===== src/rtl/imem_loader_if.sv =====
// Stream-in and instruction-memory write bundle for the program loader.
// The loader connects to the slave modport; the stream source and CPU side use master.
interface imem_loader_if #(
    parameter int DW = 32,
    parameter int AW = 12
);
    logic          start_i;
    logic [AW-2:0] len_i;
    logic [7:0]    byte_i;
    logic          byte_valid_i;
    logic          byte_ready_o;
    logic          imem_we_o;
    logic [AW-1:0] imem_addr_o;
    logic [DW-1:0] imem_wd_o;
    logic          cpu_hold_o;
    logic          busy_o;
    logic          done_o;
    logic          err_o;

    modport slave (
        input  start_i, len_i, byte_i, byte_valid_i,
        output byte_ready_o, imem_we_o, imem_addr_o, imem_wd_o,
        output cpu_hold_o, busy_o, done_o, err_o
    );

    modport master (
        output start_i, len_i, byte_i, byte_valid_i,
        input  byte_ready_o, imem_we_o, imem_addr_o, imem_wd_o,
        input  cpu_hold_o, busy_o, done_o, err_o
    );
endinterface


===== src/rtl/imem_loader.sv =====
// Streams a byte-wide program into instruction memory, packing little-endian words,
// and keeps the CPU held until the whole program has been written.
module imem_loader #(
    parameter int DW      = 32,
    parameter int AW      = 12,
    parameter int TIMEOUT = 1024
) (
    input  logic          clk,
    input  logic          rst,
    imem_loader_if.slave  bus
);
    localparam int            DEPTH   = 2 ** (AW - 2);
    localparam int            TW      = $clog2(TIMEOUT + 1);
    localparam logic [AW-2:0] DEPTH_L = (AW-1)'(DEPTH);
    localparam logic [AW-2:0] ONE_L   = (AW-1)'(1);
    localparam logic [TW-1:0] TLAST   = TW'(TIMEOUT - 1);

    typedef enum logic [2:0] {
        IDLE  = 3'd0,
        LOAD  = 3'd1,
        WRITE = 3'd2,
        DONE  = 3'd3,
        ERR   = 3'd4
    } state_t;

    state_t        state;
    state_t        nextState;
    logic [AW-2:0] lenR;
    logic [AW-2:0] wordIdx;
    logic [1:0]    byteCnt;
    logic [TW-1:0] idleCnt;
    logic [DW-1:0] wordR;
    logic          errR;
    logic          accept;
    logic          startOk;

    assign accept  = (state == LOAD) && bus.byte_valid_i;
    assign startOk = bus.start_i && ((state == IDLE) || (state == ERR));

    // Next-state decode; ERR takes a start request exactly like IDLE.
    always_comb begin
        nextState = state;
        case (state)
            IDLE, ERR: begin
                if (!startOk) begin
                    nextState = state;
                end else if (bus.len_i == {(AW-1){1'b0}}) begin
                    nextState = DONE;
                end else if (bus.len_i > DEPTH_L) begin
                    nextState = ERR;
                end else begin
                    nextState = LOAD;
                end
            end
            LOAD: begin
                if (accept && (byteCnt == 2'd3)) begin
                    nextState = WRITE;
                end else if (!accept && (idleCnt == TLAST)) begin
                    nextState = ERR;
                end else begin
                    nextState = LOAD;
                end
            end
            WRITE: begin
                if (wordIdx == (lenR - ONE_L)) begin
                    nextState = DONE;
                end else begin
                    nextState = LOAD;
                end
            end
            DONE:    nextState = IDLE;
            default: nextState = IDLE;
        endcase
    end

    // State register.
    always_ff @(posedge clk or negedge rst) begin
        if (!rst) begin
            state <= IDLE;
        end else begin
            state <= nextState;
        end
    end

    // Word assembly, word index and inter-byte idle counter.
    always_ff @(posedge clk or negedge rst) begin
        if (!rst) begin
            lenR    <= {(AW-1){1'b0}};
            wordIdx <= {(AW-1){1'b0}};
            byteCnt <= 2'd0;
            idleCnt <= {TW{1'b0}};
            wordR   <= {DW{1'b0}};
        end else begin
            case (state)
                IDLE, ERR: begin
                    if (startOk) begin
                        lenR    <= bus.len_i;
                        wordIdx <= {(AW-1){1'b0}};
                        byteCnt <= 2'd0;
                        idleCnt <= {TW{1'b0}};
                    end
                end
                LOAD: begin
                    if (accept) begin
                        wordR[{byteCnt, 3'b000} +: 8] <= bus.byte_i;
                        byteCnt <= byteCnt + 2'd1;
                        idleCnt <= {TW{1'b0}};
                    end else begin
                        idleCnt <= idleCnt + 1'b1;
                    end
                end
                WRITE: begin
                    wordIdx <= wordIdx + ONE_L;
                    idleCnt <= {TW{1'b0}};
                end
                default: begin
                    idleCnt <= idleCnt;
                end
            endcase
        end
    end

    // Sticky error: a start decides it fresh, a timeout sets it.
    always_ff @(posedge clk or negedge rst) begin
        if (!rst) begin
            errR <= 1'b0;
        end else if (startOk) begin
            errR <= (nextState == ERR);
        end else if (nextState == ERR) begin
            errR <= 1'b1;
        end else begin
            errR <= errR;
        end
    end

    assign bus.byte_ready_o = (state == LOAD);
    assign bus.imem_we_o    = (state == WRITE);
    assign bus.imem_addr_o  = {wordIdx[AW-3:0], 2'b00};
    assign bus.imem_wd_o    = wordR;
    assign bus.cpu_hold_o   = (state == LOAD) || (state == WRITE) || (state == ERR);
    assign bus.busy_o       = (state == LOAD) || (state == WRITE);
    assign bus.done_o       = (state == DONE);
    assign bus.err_o        = errR;
endmodule


===== src/flat_wrapper.sv =====
// flat-port wrapper written by rule: the top's interface ports become plain ports
module imem_loader_flat 
#(
    parameter int DW      = 32,
    parameter int AW      = 12,
    parameter int TIMEOUT = 1024
)
  (clk, rst, bus_start_i, bus_len_i, bus_byte_i, bus_byte_valid_i, bus_byte_ready_o, bus_imem_we_o, bus_imem_addr_o, bus_imem_wd_o, bus_cpu_hold_o, bus_busy_o, bus_done_o, bus_err_o);
  imem_loader_if #(.DW(DW), .AW(AW)) bus_i ();
  input  logic clk;
  input  logic rst;
  input wire logic [$bits(bus_i.start_i)-1:0] bus_start_i;
  input wire logic [$bits(bus_i.len_i)-1:0] bus_len_i;
  input wire logic [$bits(bus_i.byte_i)-1:0] bus_byte_i;
  input wire logic [$bits(bus_i.byte_valid_i)-1:0] bus_byte_valid_i;
  output wire logic [$bits(bus_i.byte_ready_o)-1:0] bus_byte_ready_o;
  output wire logic [$bits(bus_i.imem_we_o)-1:0] bus_imem_we_o;
  output wire logic [$bits(bus_i.imem_addr_o)-1:0] bus_imem_addr_o;
  output wire logic [$bits(bus_i.imem_wd_o)-1:0] bus_imem_wd_o;
  output wire logic [$bits(bus_i.cpu_hold_o)-1:0] bus_cpu_hold_o;
  output wire logic [$bits(bus_i.busy_o)-1:0] bus_busy_o;
  output wire logic [$bits(bus_i.done_o)-1:0] bus_done_o;
  output wire logic [$bits(bus_i.err_o)-1:0] bus_err_o;
  assign bus_i.start_i = bus_start_i;
  assign bus_i.len_i = bus_len_i;
  assign bus_i.byte_i = bus_byte_i;
  assign bus_i.byte_valid_i = bus_byte_valid_i;
  assign bus_byte_ready_o = bus_i.byte_ready_o;
  assign bus_imem_we_o = bus_i.imem_we_o;
  assign bus_imem_addr_o = bus_i.imem_addr_o;
  assign bus_imem_wd_o = bus_i.imem_wd_o;
  assign bus_cpu_hold_o = bus_i.cpu_hold_o;
  assign bus_busy_o = bus_i.busy_o;
  assign bus_done_o = bus_i.done_o;
  assign bus_err_o = bus_i.err_o;
  imem_loader #(.DW(DW), .AW(AW), .TIMEOUT(TIMEOUT)) u_core (.clk(clk), .rst(rst), .bus(bus_i));
endmodule

===== config.mk =====
export PLATFORM = sky130hd
export DESIGN_NAME = imem_loader_flat
export DESIGN_NICKNAME = d
export VERILOG_FILES = /design/src/rtl/imem_loader_if.sv /design/src/rtl/imem_loader.sv /design/src/flat_wrapper.sv
export SDC_FILE = /design/constraint.sdc
export NUM_CORES = 1
export LEC_CHECK = 0
export ABC_AREA = 1
export CORE_MARGIN = 2
export CORE_UTILIZATION = 40
export DETAILED_ROUTE_END_ITERATION = 7
export SYNTH_ARGS = -nofsm -noshare
export SYNTH_HDL_FRONTEND = slang
export SYNTH_SLANG_ARGS = --single-unit

===== constraint.sdc =====
create_clock -name clk -period 2.1 [get_ports clk]
set_input_delay 0.42 -clock clk [delete_from_list [all_inputs] [get_ports clk]]
set_output_delay 0.42 -clock clk [all_outputs]
set_load 0.01 [all_outputs]

# Word level (Yosys, flattened, before mapping)
# Index checks and enable logic that the tools add are counted.
# W data, S select, Z words.
[classes]
addsub = 5
magnitude_cmp = 1
eq_ne = 10
shift = 2
mux = 17
reduce_logical = 20
[op_table]
columns = ["operator", "n"]
rows = [
  ["$pmux W11 S3", 1],
  ["$bwmux W32", 1],
  ["$shift A8 B7 Y32 const A", 1],
  ["$shiftx A8 B7 Y32", 1],
  ["$add A11 B1 Y11 const B", 2],
  ["$mux W11", 2],
  ["$pmux W11 S2", 1],
  ["$mux W3", 5],
  ["$eq A11 B10 Y1 const B", 1],
  ["$eq A11 B11 Y1", 1],
  ["$gt A11 B11 Y1 const B", 1],
  ["$logic_not A11 Y1", 1],
  ["$sub A11 B1 Y11 const B", 1],
  ["$pmux W3 S3", 1],
  ["$reduce_and A2 Y1", 4],
  ["$neg A5 Y7", 1],
  ["$eq A3 B2 Y1 const B", 2],
  ["$eq A3 B3 Y1 const B", 2],
  ["$mux W2", 3],
  ["$reduce_bool A2 Y1", 3],
  ["$logic_and A1 B1 Y1", 4],
  ["$ne A2 B1 Y1 const B", 2],
  ["$pmux W2 S2", 1],
  ["$eq A3 B1 Y1 const B", 1],
  ["other kinds (9)", 12],
]
[word_totals]
reg_bits = 71
input_bits = 23
output_inout_bits = 50

# Longest topological paths before layout
[logic_depth]
word_depth = 10
mapped_depth = 12
ltp_nobuf = 12

# Worst setup path after synthesis
# Ideal clock, no wire load.
[synth_timing]
kind = "flip-flop to flip-flop"
from = "register u_core.byteCnt[0]"
to = "register u_core.wordR[13], in the netlist u_core.bus.imem_wd_o[13]"
setup_time_ns = 0.066
arrival_time_ns = 1.539
t_required_ns = 2.034
path_slack_ns = 0.495
stages_incl_launch_ff = 8
path_buffers = 1
period_less_slack_ns = 1.605
path_cell_list = "dfrtp_1 inv_1 ha_1 inv_1 nor2_1 clkbuf_1 nand4_1 nand2_1"
[synth_between]
elab_chain_len = 3
word_cells_on_any_way = 4
classes_between = "1 x add/sub; 2 x shift; 1 x mux"
[synth_rtl]
columns = ["item", "line_no", "text"]
rows = [
  ["from (decl)", "imem_loader.sv:30", "logic [1:0] byteCnt;"],
  ["from (signal assigned)", "imem_loader.sv:106", "byteCnt <= byteCnt + 2'd1;"],
  ["$neg A5 Y7 (*)", "imem_loader.sv:105", "wordR[{byteCnt, 3'b000} +: 8] <= bus.byte_i;"],
  ["$shiftx A8 B7 Y32 or $shift A8 B7 Y32 (tied branches)", "imem_loader.sv:105", ""],
  ["$bwmux W32 (*)", "imem_loader.sv:105", ""],
  ["to (signal assigned)", "imem_loader.sv:92", "wordR <= {DW{1'b0}};"],
  ["to (signal, indexed assignment)", "imem_loader.sv:105", ""],
  ["to (decl)", "imem_loader.sv:32", "logic [DW-1:0] wordR;"],
]
# Every way passes the cells marked *; elsewhere a longest branch is shown, timed or not.
# A chain may end at the register's enable or synchronous reset.

# Worst setup path after layout
[layout_timing]
from = "register u_core.state[2]"
to = "output bus_cpu_hold_o"
[layout_between]
elab_chain_len = 3
word_cells_on_any_way = 5
classes_between = "3 x eq/ne; 2 x reduce/logical"
[layout_rtl]
columns = ["item", "line_no", "text"]
rows = [
  ["from (decl)", "imem_loader.sv:26", "state_t state;"],
  ["from (signal assigned)", "imem_loader.sv:81", "state <= nextState;"],
  ["$eq A3 B1 Y1 or $eq A3 B2 Y1 (tied branches)", "imem_loader.sv:140", "assign bus.cpu_hold_o = (state == LOAD) || (state == WRITE) || (state == ERR);"],
  ["$logic_or A1 B1 Y1", "imem_loader.sv:140", ""],
  ["$logic_or A1 B1 Y1 (*)", "imem_loader.sv:140", ""],
  ["to (decl)", "flat_wrapper.sv:20", "output wire logic [$bits(bus_i.cpu_hold_o)-1:0] bus_cpu_hold_o;"],
]
# Marked as above.

==> impl_results.md <==
- Root Buffer: clkbuf_8
- Layout area overhead: 26.2%
- Die X: between 100 and 150 µm
- Synthesized cell area: 0.00401 mm²
- Mapped Avg Cell Area: 7.76 µm²
- Most common cell after layout, fill and taps aside: nand2_1
- Nets: around 620
- Routability-driven placement congestion ratio: 0.880
- Filler instances: 980
- CP Data Required Time: 1.68 ns
- DR WL/cell: 13.7 µm
- Min Clock Period, post-route: 1.96 ns
- Library cells used by synthesis: 40
- Core ar.: 0.00977 mm²
- Register bit total from synthesis: 71
- IO Pins: 73
- Slew headroom: 52.4%
- # diodes: 0
- Pwr/cell area: 982 mW/mm²
- HP Class: in2async
- Register area share after synthesis: 44.3%
- H-tree Lvls: 3
- Unrepaired setup endpoints after global routing: no
- PortBufs: 70
- Final WL: 9990 µm
- Initial Util: 41.0%
- ANT nets after route: 0
- Die Ht: 104 µm
- Largest net degree at the start of global routing: between 70 and 80
- Vias in the first global route: 3496
- R2R Setup Slk: 0.23 ns
- Final instance area: 0.00506 mm²
- Critical Path Start Type: flip-flop
- Drc violations: 0
- Yosys warnings: 0
- Die ar.: 0.0108 mm²
- DP Area: slightly below 0.005 mm²
- Setup TNS: 0 ns
- Clock Path Buffers: 2
- Total CTS buffers: 9
- Clock Pin Slew Worst Setup and Hold Paths: ~0.080 ns
- Leak: 2.47 nW
- Final Hold Vio Count: 0
- R2R cell count: 6
- Critical R2R Capture: u_core.bus.imem_wd_o[23]
- Crit path DAT: ~1.5 ns
- Worst Tran Pin Value: 0.709 ns
- Synth Instances: 517
- First-pass GRT wire length: 16900 µm
- Crit share post-route: 93.3%
- # hold bufs at CTS: 0
- Vias: approximately 3600
- VDD IR max: ~0.46 mV
- TritonCTS clock tree: built
- Status: completed
- Clk_skew: between 0.01 and 0.015 ns
- Critical Path Fanout Max: 4
- Grt total ovfl: 0
- Slew Limit Fails: 0
- Endpoints failing setup: 0
- Rows: 36
- Share of cells above drive strength 1: 8.72%
- Initial DRC Count: 129
- Worst hold margin: ~0.064 ns
- Clk Latency, worst-skew pair: 0.35 ns
- Setup CP Type: reg2out
- Drt via density: slightly below 5
- Initial antenna violation count: 0
- Final std cells w/o fill: 729
- GRT Util Overall: 19.5%
- Max-Cap Viols: 0
- FF-to-FF Start: u_core.byteCnt[1]
- Clock sink count: 71
- HPWL after DPL: 7550 µm
- Placed insts: 711
- Commonest cells after routing, fill and taps aside: nand2_1, dfrtp_1, clkdlybuf4s50_1
- Pwr Total: 4.97 mW
- Max Fclk: 510 MHz
- Critical Path End Type: primary output
- Drt first pass iters: 4
[routing by layer]
layer,up-vias,track usage (%),wire length (µm)
li1,1822,-,-
met1,1642,26.7,4880
met2,80,30.8,4590
met3,7,4.89,448
met4,0,5.12,75
met5,-,0,0
[registers in the layout (all words and copies together), names as in the netlist]
signal                cells
u_core.bus.err_o          1
u_core.byteCnt            2
u_core.bus.imem_wd_o     32
u_core.idleCnt           11
u_core.state              3
u_core.wordIdx           11
u_core.lenR              11
[worst max-delay path, cell delays in order (launching register included)]
cell           delay [ns]
dfrtp_2              0.45
nor2_2               0.16
nand2_4              0.07
buf_4                0.15
nand3_1              0.07
dlygate4sd2_1        0.28
[Yosys cell counts (all sizes together)]
cell	count	share of area (%)
clkinv	1	0.093
a31o	1	0.22
a21boi	1	0.19
inv	64	6.1
nor4	1	0.16
o31ai	1	0.19
a22oi	1	0.19
conb	1	0.093
o41ai	3	0.66
xor2	5	1.1
buf	17	3.3
or2	1	0.16
xnor2	2	0.44
dfrtp	71	44
nand2	139	14
o21ai	62	8.1
nand4	12	1.9
a21oi	8	1.1
ha	8	2.5
clkbuf	3	0.28
nand3	47	5.9
mux2	3	0.84
o32ai	1	0.22
nor2	48	6.0
nor3	16	2.4
[cells by family (layout without fill, tap and decap cells)]
group	count (synthesis)	in the layout	synth area share (%)
AOI/OAI and AO/OA	78	78	10.9
xor gates and xnor gates	7	7	1.53
adders and majority gates	8	8	2.50
buffers and inverters	85	163	9.83
DFF	71	71	44.3
muxes	3	3	0.842
other	1	2	0.0935
and+or+nand+nor	264	264	30.1
[how the worst max path moves through the flow]
stage                 startpoint                        to  slack, ns  depth (start not counted)
6_report         u_core.state[2]            bus_cpu_hold_o       0.14                          5
5_1_grt          u_core.state[0]            bus_cpu_hold_o       0.04                          6
4_1_cts          u_core.state[2]          bus_byte_ready_o       0.05                          4
3_5_place_dp    bus_byte_valid_i  u_core.bus.imem_wd_o[23]       0.16                          8
3_3_place_gp    bus_byte_valid_i  u_core.bus.imem_wd_o[16]       0.21                          8
2_1_floorplan  u_core.byteCnt[0]  u_core.bus.imem_wd_o[13]       0.50                          7
[power breakdown]
part	switching, mW	total, mW	internal, mW
Combinational	1.24	1.96	0.718
Sequential	0.198	1.78	1.58
Clock	0.535	1.23	0.697
Total	1.97	4.97	3.00
[timing repair]
| action | CTS | global route |
|---|---|---|
| gates resized for setup | 6 | 1 |
| setup endpoints to repair | 5 | 1 |
| pin swaps | 1 | 0 |
| buffers inserted | 3 | 0 |
[stage by stage]
step                setup slack (ns)  utilization [%]
floorplan                      0.495                -
global placement               0.208             49.3
detailed placement             0.161             49.3
CTS                           0.0502             51.8
global route                  0.0406             51.8
finish                         0.141             51.8
[final cells by class]
class / count / area (µm²) / area share (%)
flip-flops and latches: 71 / 1780 / 35.1
repair buffers: 83 / 803 / 15.9
clock buffers: 10 / 138 / 2.72
clock inverters: 5 / 82.6 / 1.63
well taps: 133 / 166 / 3.29
multi-input cells: 362 / 1840 / 36.4
inverters: 65 / 251 / 4.97
(Power assumes the default switching activity.)
